===== config.mk =====
export PLATFORM = sky130hd
export DESIGN_NAME = dot_mac_accumulator
export DESIGN_NICKNAME = d
export VERILOG_FILES = /design/src/rtl/dot_mac_accumulator.sv
export SDC_FILE = /design/constraint.sdc
export NUM_CORES = 1
export LEC_CHECK = 0
export CORE_MARGIN = 10
export CORE_UTILIZATION = 35
export DETAILED_ROUTE_END_ITERATION = 16
export GPL_TIMING_DRIVEN = 1
export PLACE_DENSITY_LB_ADDON = 0.08
export SYNTH_ARGS = -nofsm -noshare
export SYNTH_HDL_FRONTEND = slang
export SYNTH_SLANG_ARGS = --single-unit

===== constraint.sdc =====
create_clock -name clk -period 3.39 [get_ports clk]
set_input_delay 1.017 -clock clk [delete_from_list [all_inputs] [get_ports clk]]
set_output_delay 1.017 -clock clk [all_outputs]
set_load 0.01 [all_outputs]

===== src/rtl/dot_mac_accumulator.sv =====
// Dot-product MAC: multiplies VECTOR_WIDTH operand pairs, accumulates them, and hands the sum out over valid/ready.
// Define DOT_SIGNED_EN to treat operands and the accumulation as two's complement (default: unsigned).
module dot_mac_accumulator #(
  parameter int DATA_WIDTH   = 8,
  parameter int VECTOR_WIDTH = 4,
  parameter int ACC_WIDTH    = 18,
  parameter int CNT_WIDTH    = 3
) (
  input  logic                  clk,
  input  logic                  rst_n,
  input  logic                  start,
  input  logic [DATA_WIDTH-1:0] a_data,
  input  logic [DATA_WIDTH-1:0] b_data,
  input  logic                  in_valid,
  output logic                  in_ready,
  output logic [ACC_WIDTH-1:0]  result,
  output logic                  result_valid,
  input  logic                  result_ready,
  output logic                  busy
);

  typedef enum logic [1:0] {
    IDLE  = 2'd0,
    ACCUM = 2'd1,
    DRAIN = 2'd2,
    DONE  = 2'd3
  } state_t;

  localparam logic [CNT_WIDTH-1:0] LAST_IDX = CNT_WIDTH'(VECTOR_WIDTH - 1);

  state_t                    state_q;
  logic [CNT_WIDTH-1:0]      cnt_q;
  logic [2*DATA_WIDTH-1:0]   prod_q;
  logic                      prodVld_q;
  logic [ACC_WIDTH-1:0]      acc_q;
  logic [ACC_WIDTH-1:0]      acc_d;
  logic [ACC_WIDTH-1:0]      result_q;
  logic                      resultValid_q;
  logic                      inReady_q;
  logic                      busy_q;

  logic                      accept;
  logic                      lastAccept;
  logic                      handshake;
  logic                      clearAcc;
  logic [2*DATA_WIDTH-1:0]   mulRes;
  logic [ACC_WIDTH-1:0]      prodExt;

  assign in_ready     = inReady_q;
  assign result       = result_q;
  assign result_valid = resultValid_q;
  assign busy         = busy_q;

  assign accept     = in_valid && inReady_q;
  assign lastAccept = accept && (cnt_q == LAST_IDX);
  assign handshake  = (state_q == DONE) && resultValid_q && result_ready;
  assign clearAcc   = ((state_q == IDLE) && start) || (handshake && start);

  // Operands are widened to the full product width first, so the multiply never truncates.
`ifdef DOT_SIGNED_EN
  assign mulRes  = $signed({{DATA_WIDTH{a_data[DATA_WIDTH-1]}}, a_data}) *
                   $signed({{DATA_WIDTH{b_data[DATA_WIDTH-1]}}, b_data});
  assign prodExt = ACC_WIDTH'($signed(prod_q));
`else
  assign mulRes  = {{DATA_WIDTH{1'b0}}, a_data} * {{DATA_WIDTH{1'b0}}, b_data};
  assign prodExt = ACC_WIDTH'(prod_q);
`endif

  always_comb begin
    acc_d = acc_q;
    if (clearAcc) begin
      acc_d = '0;
    end else if (prodVld_q) begin
      acc_d = acc_q + prodExt;
    end
  end

  // Stage 1 registers the product; stage 2 folds it into the running sum one cycle later.
  always_ff @(posedge clk or negedge rst_n) begin
    if (!rst_n) begin
      prod_q    <= '0;
      prodVld_q <= 1'b0;
      acc_q     <= '0;
    end else begin
      prodVld_q <= accept;
      if (accept) begin
        prod_q <= mulRes;
      end
      acc_q <= acc_d;
    end
  end

  always_ff @(posedge clk or negedge rst_n) begin
    if (!rst_n) begin
      state_q       <= IDLE;
      cnt_q         <= '0;
      result_q      <= '0;
      resultValid_q <= 1'b0;
      inReady_q     <= 1'b0;
      busy_q        <= 1'b0;
    end else begin
      case (state_q)
        IDLE: begin
          if (start) begin
            cnt_q     <= '0;
            state_q   <= ACCUM;
            inReady_q <= 1'b1;
            busy_q    <= 1'b1;
          end
        end
        ACCUM: begin
          if (accept) begin
            cnt_q <= cnt_q + CNT_WIDTH'(1);
          end
          if (lastAccept) begin
            state_q   <= DRAIN;
            inReady_q <= 1'b0;
          end
        end
        DRAIN: begin
          state_q <= DONE;
        end
        DONE: begin
          // The sum settles on the DRAIN edge, so it is captured one edge into DONE.
          if (!resultValid_q) begin
            resultValid_q <= 1'b1;
            result_q      <= acc_q;
          end else if (result_ready) begin
            resultValid_q <= 1'b0;
            result_q      <= '0;
            if (start) begin
              cnt_q     <= '0;
              state_q   <= ACCUM;
              inReady_q <= 1'b1;
            end else begin
              state_q <= IDLE;
              busy_q  <= 1'b0;
            end
          end
        end
        default: begin
          state_q   <= IDLE;
          inReady_q <= 1'b0;
          busy_q    <= 1'b0;
        end
      endcase
    end
  end

endmodule


==> out/results.txt <==
outcome - finished, violations left
failing checks - negative setup slack
Final Instance Count excl. Fillers - 893
core area - 15260 um^2
number of remaining DRC errors - 0
fmax - 240.4 MHz
drt pass-1 iters - 4
sequential fraction of the synthesis area - 27.99%
WHS Path Cells - 1
Setup violations, final - 10
Comb power frac - 65.2%
Sw Ratio - 41.43%
synthesized netlist net count - 692
most frequent cells in the layout - 61 x dfrtp_1, 60 x buf_4, 55 x inv_1
power per cell area - 857.4 nW/um^2
FF-to-FF Start - acc_q[0]
Final Hold Vio Count - 0
Crit. End Element - flop
Hold Crit Class - reg2reg
Clock Latency Late Sink - 320 ps
# fillers - 1460
via count - 4514
min Tclk post-route - 4160 ps
Post-synth EDFFs - 0
Pwr Total - 6.250 mW
vias in the first global route - 4788
synthesized area - 5454 um^2
DIE AREA - 20980 um^2
Num CTS Buffers - 9
hold buffers post-CTS - 0
GRT Util Overall - 12.89%
Final Cell Area - 7289 um^2
Area growth syn-to-layout - 33.65%
Final Slew Violations - 0
Place WS - -1699 ps
top-level I/O count - 42
Worst Tran Pin Value - 695.1 ps
CTS Sinks - 61
Fin Setup TNS - -6370 ps
CTS tree - yes
Post-synth top flop - dfrtp_1
nets - 797
Reg2Reg Depth - 8
Crit path largest cell delay - 510 ps
Worst Setup Path Type - in2reg
Distinct cells, synth - 57
Starting Density - 35.74%
most common cell after layout, fill and taps aside - dfrtp_1
hold wc startpoint - result[9]
die width - 144.8 um
level count of the clock H-tree - 3
hpwl dp - 10480 um
Avg WL per Cell - 14.35 um
Crit path buffers/inverters - 3
First DRT Iteration DRCs - 205
Int Pwr - 3.660 mW
crit-path cells - buf_12 -> and2_4 -> fa_2 -> fa_1 -> inv_2 -> fa_1 -> fa_1 -> inv_2 -> ha_4 -> o21a_4 -> o21ai_4 -> a21o_1 -> a2111o_1 -> nand3_1
worst r2r dst - acc_q[12]
Worst path slowest cell - fa_1
WL final - 12820 um
initial antenna violation count - 0
clock-pin slew on the worst setup and hold paths - 50 ps
clock power share - 14.3%
largest net degree at the start of global routing - 34
Die Y - 144.8 um
CP Data Required Time - 3650 ps
cell count after synthesis - 575
period utilization - 122.7%
Most common cell on crit path - fa_1
static leakage - 3.393 nW
hold_ws - 492.8 ps
#FFs+latches synth - 61
Seq pwr share - 20.5%
Largest delay share family, worst path - adder cells
first-pass GRT wire length - 22450 um
Net Switching - 2.589 mW
clk_skew - 8.756 ps
vias per cell - 5.055
ys async rst share - 100.0%
I/O Buffers - 41
worst ir drop on vdd - 0.2985 mV
share of layout cells above drive strength 1 - 25.95%
Worst slew margin - 53.66%
Placed Cells - 871
CTS root buf - clkbuf_16
row cnt - 45
setup ws final - -769.7 ps
gr ovfl total - 0
RSZ-0062 raised after global routing - true
Post-DRT Antenna Nets - 0
max cap viols - 0
# diodes - 0
Worst Hold End - result[9]
Placed Instance Area - 6634 um^2
CP Launch Type - input port
Synth Area per Inst - 9.485 um^2
CTS Buffer Depth - 2
Yosys warning total - 0
fin util - 47.77%
gpl congestion - 0.8729
CP startpoint - a_data[3]
Worst Path Max Fanout - 7
FF-to-FF setup slack - 1140 ps
worst path arrival time - 4420 ps
==> worst max path at each step <==
| stage | endpoint | cells past startpoint |
|---|---|---|
| finish | prod_q[11] | 14 |
| CTS | prod_q[11] | 13 |
| global route | prod_q[12] | 15 |
| floorplan | prod_q[12] | 12 |
| global placement | prod_q[12] | 14 |
| detailed placement | prod_q[12] | 14 |
==> timing repair <==
item / in CTS / in global routing
endpoints found under the setup margin: 13 / 12
setup buffers: 4 / 5
resized for setup: 127 / 23
pin swaps: 38 / 34
==> sequential cells by signal, indices dropped and copies added (netlist names), 2 cells and up <==
signal and flops:
prod_q 16, result 18, cnt_q 3, state_q 2, acc_q 18
==> cells by family (layout without fill, tap and decap cells) <==
| logic type | Yosys count | after routing | share of synthesized area (%) |
|---|---|---|---|
| xor+xnor | 12 | 12 | 1.927 |
| fa+ha+maj | 96 | 96 | 27.12 |
| flops | 61 | 61 | 27.99 |
| mux | 9 | 9 | 1.721 |
| buf+inv | 77 | 184 | 5.322 |
| compound gates | 146 | 146 | 18.83 |
| simple gates | 174 | 174 | 17.09 |
==> power groups by stage <==
stage / registers [mW] / logic [mW] / clock network (mW)
after floorplan: 1.26 / 2.53 / 0
after global placement: 1.28 / 3.62 / 0
after detailed placement: 1.29 / 3.64 / 0
after CTS: 1.28 / 3.93 / 0.918
after global routing: 1.33 / 4.58 / 0.947
final: 1.28 / 4.08 / 0.894
==> synth_stat cells (all sizes together) (3+ instances only) <==
| master | instances | area, um^2 |
|---|---|---|
| nor3b | 4 | 30.03 |
| a2111oi | 3 | 52.55 |
| o21ai | 35 | 178.9 |
| inv | 64 | 240.2 |
| nand4 | 5 | 31.28 |
| a21o | 9 | 67.56 |
| fa | 37 | 740.7 |
| o211ai | 5 | 37.54 |
| a211oi | 7 | 62.56 |
| a22o | 18 | 157.7 |
| clkbuf | 12 | 45.04 |
| o21a | 10 | 75.07 |
| xnor2 | 8 | 70.07 |
| mux2i | 6 | 60.06 |
| nor4 | 8 | 50.05 |
| or3 | 5 | 31.28 |
| dfrtp | 61 | 1526 |
| nor2 | 23 | 86.33 |
| and2 | 52 | 325.3 |
| nor3 | 8 | 45.04 |
| o31ai | 4 | 30.03 |
| nand3 | 15 | 75.07 |
| nand2 | 38 | 142.6 |
| nand3b | 4 | 30.03 |
| mux2 | 3 | 33.78 |
| a31oi | 5 | 46.29 |
| and3 | 3 | 18.77 |
| o21bai | 3 | 22.52 |
| ha | 59 | 738.2 |
| a21oi | 33 | 168.9 |
| xor2 | 4 | 35.03 |
==> routing by layer <==
metal  wire [um]  track usage (%)  vias to the layer above
met5           0                0                        -
met3         343            1.695                        8
met2        6478            23.04                       54
li1            -                -                     2241
met1        5891            16.03                     2211
met4         103            2.979                        0
==> cell type report <==
| cell class | instances | area [um^2] | area share [%] |
|---|---|---|---|
| clock buffers | 11 | 252.7 | 3.467 |
| clock inverters | 2 | 35.03 | 0.4806 |
| inverters | 64 | 240.2 | 3.296 |
| multi-input cells | 437 | 4005 | 54.94 |
| flip-flops and latches | 61 | 1526 | 20.94 |
| well taps | 211 | 264.0 | 3.622 |
| repair buffers | 107 | 965.9 | 13.25 |
No activity file was read; power rests on OpenSTA's default activity.
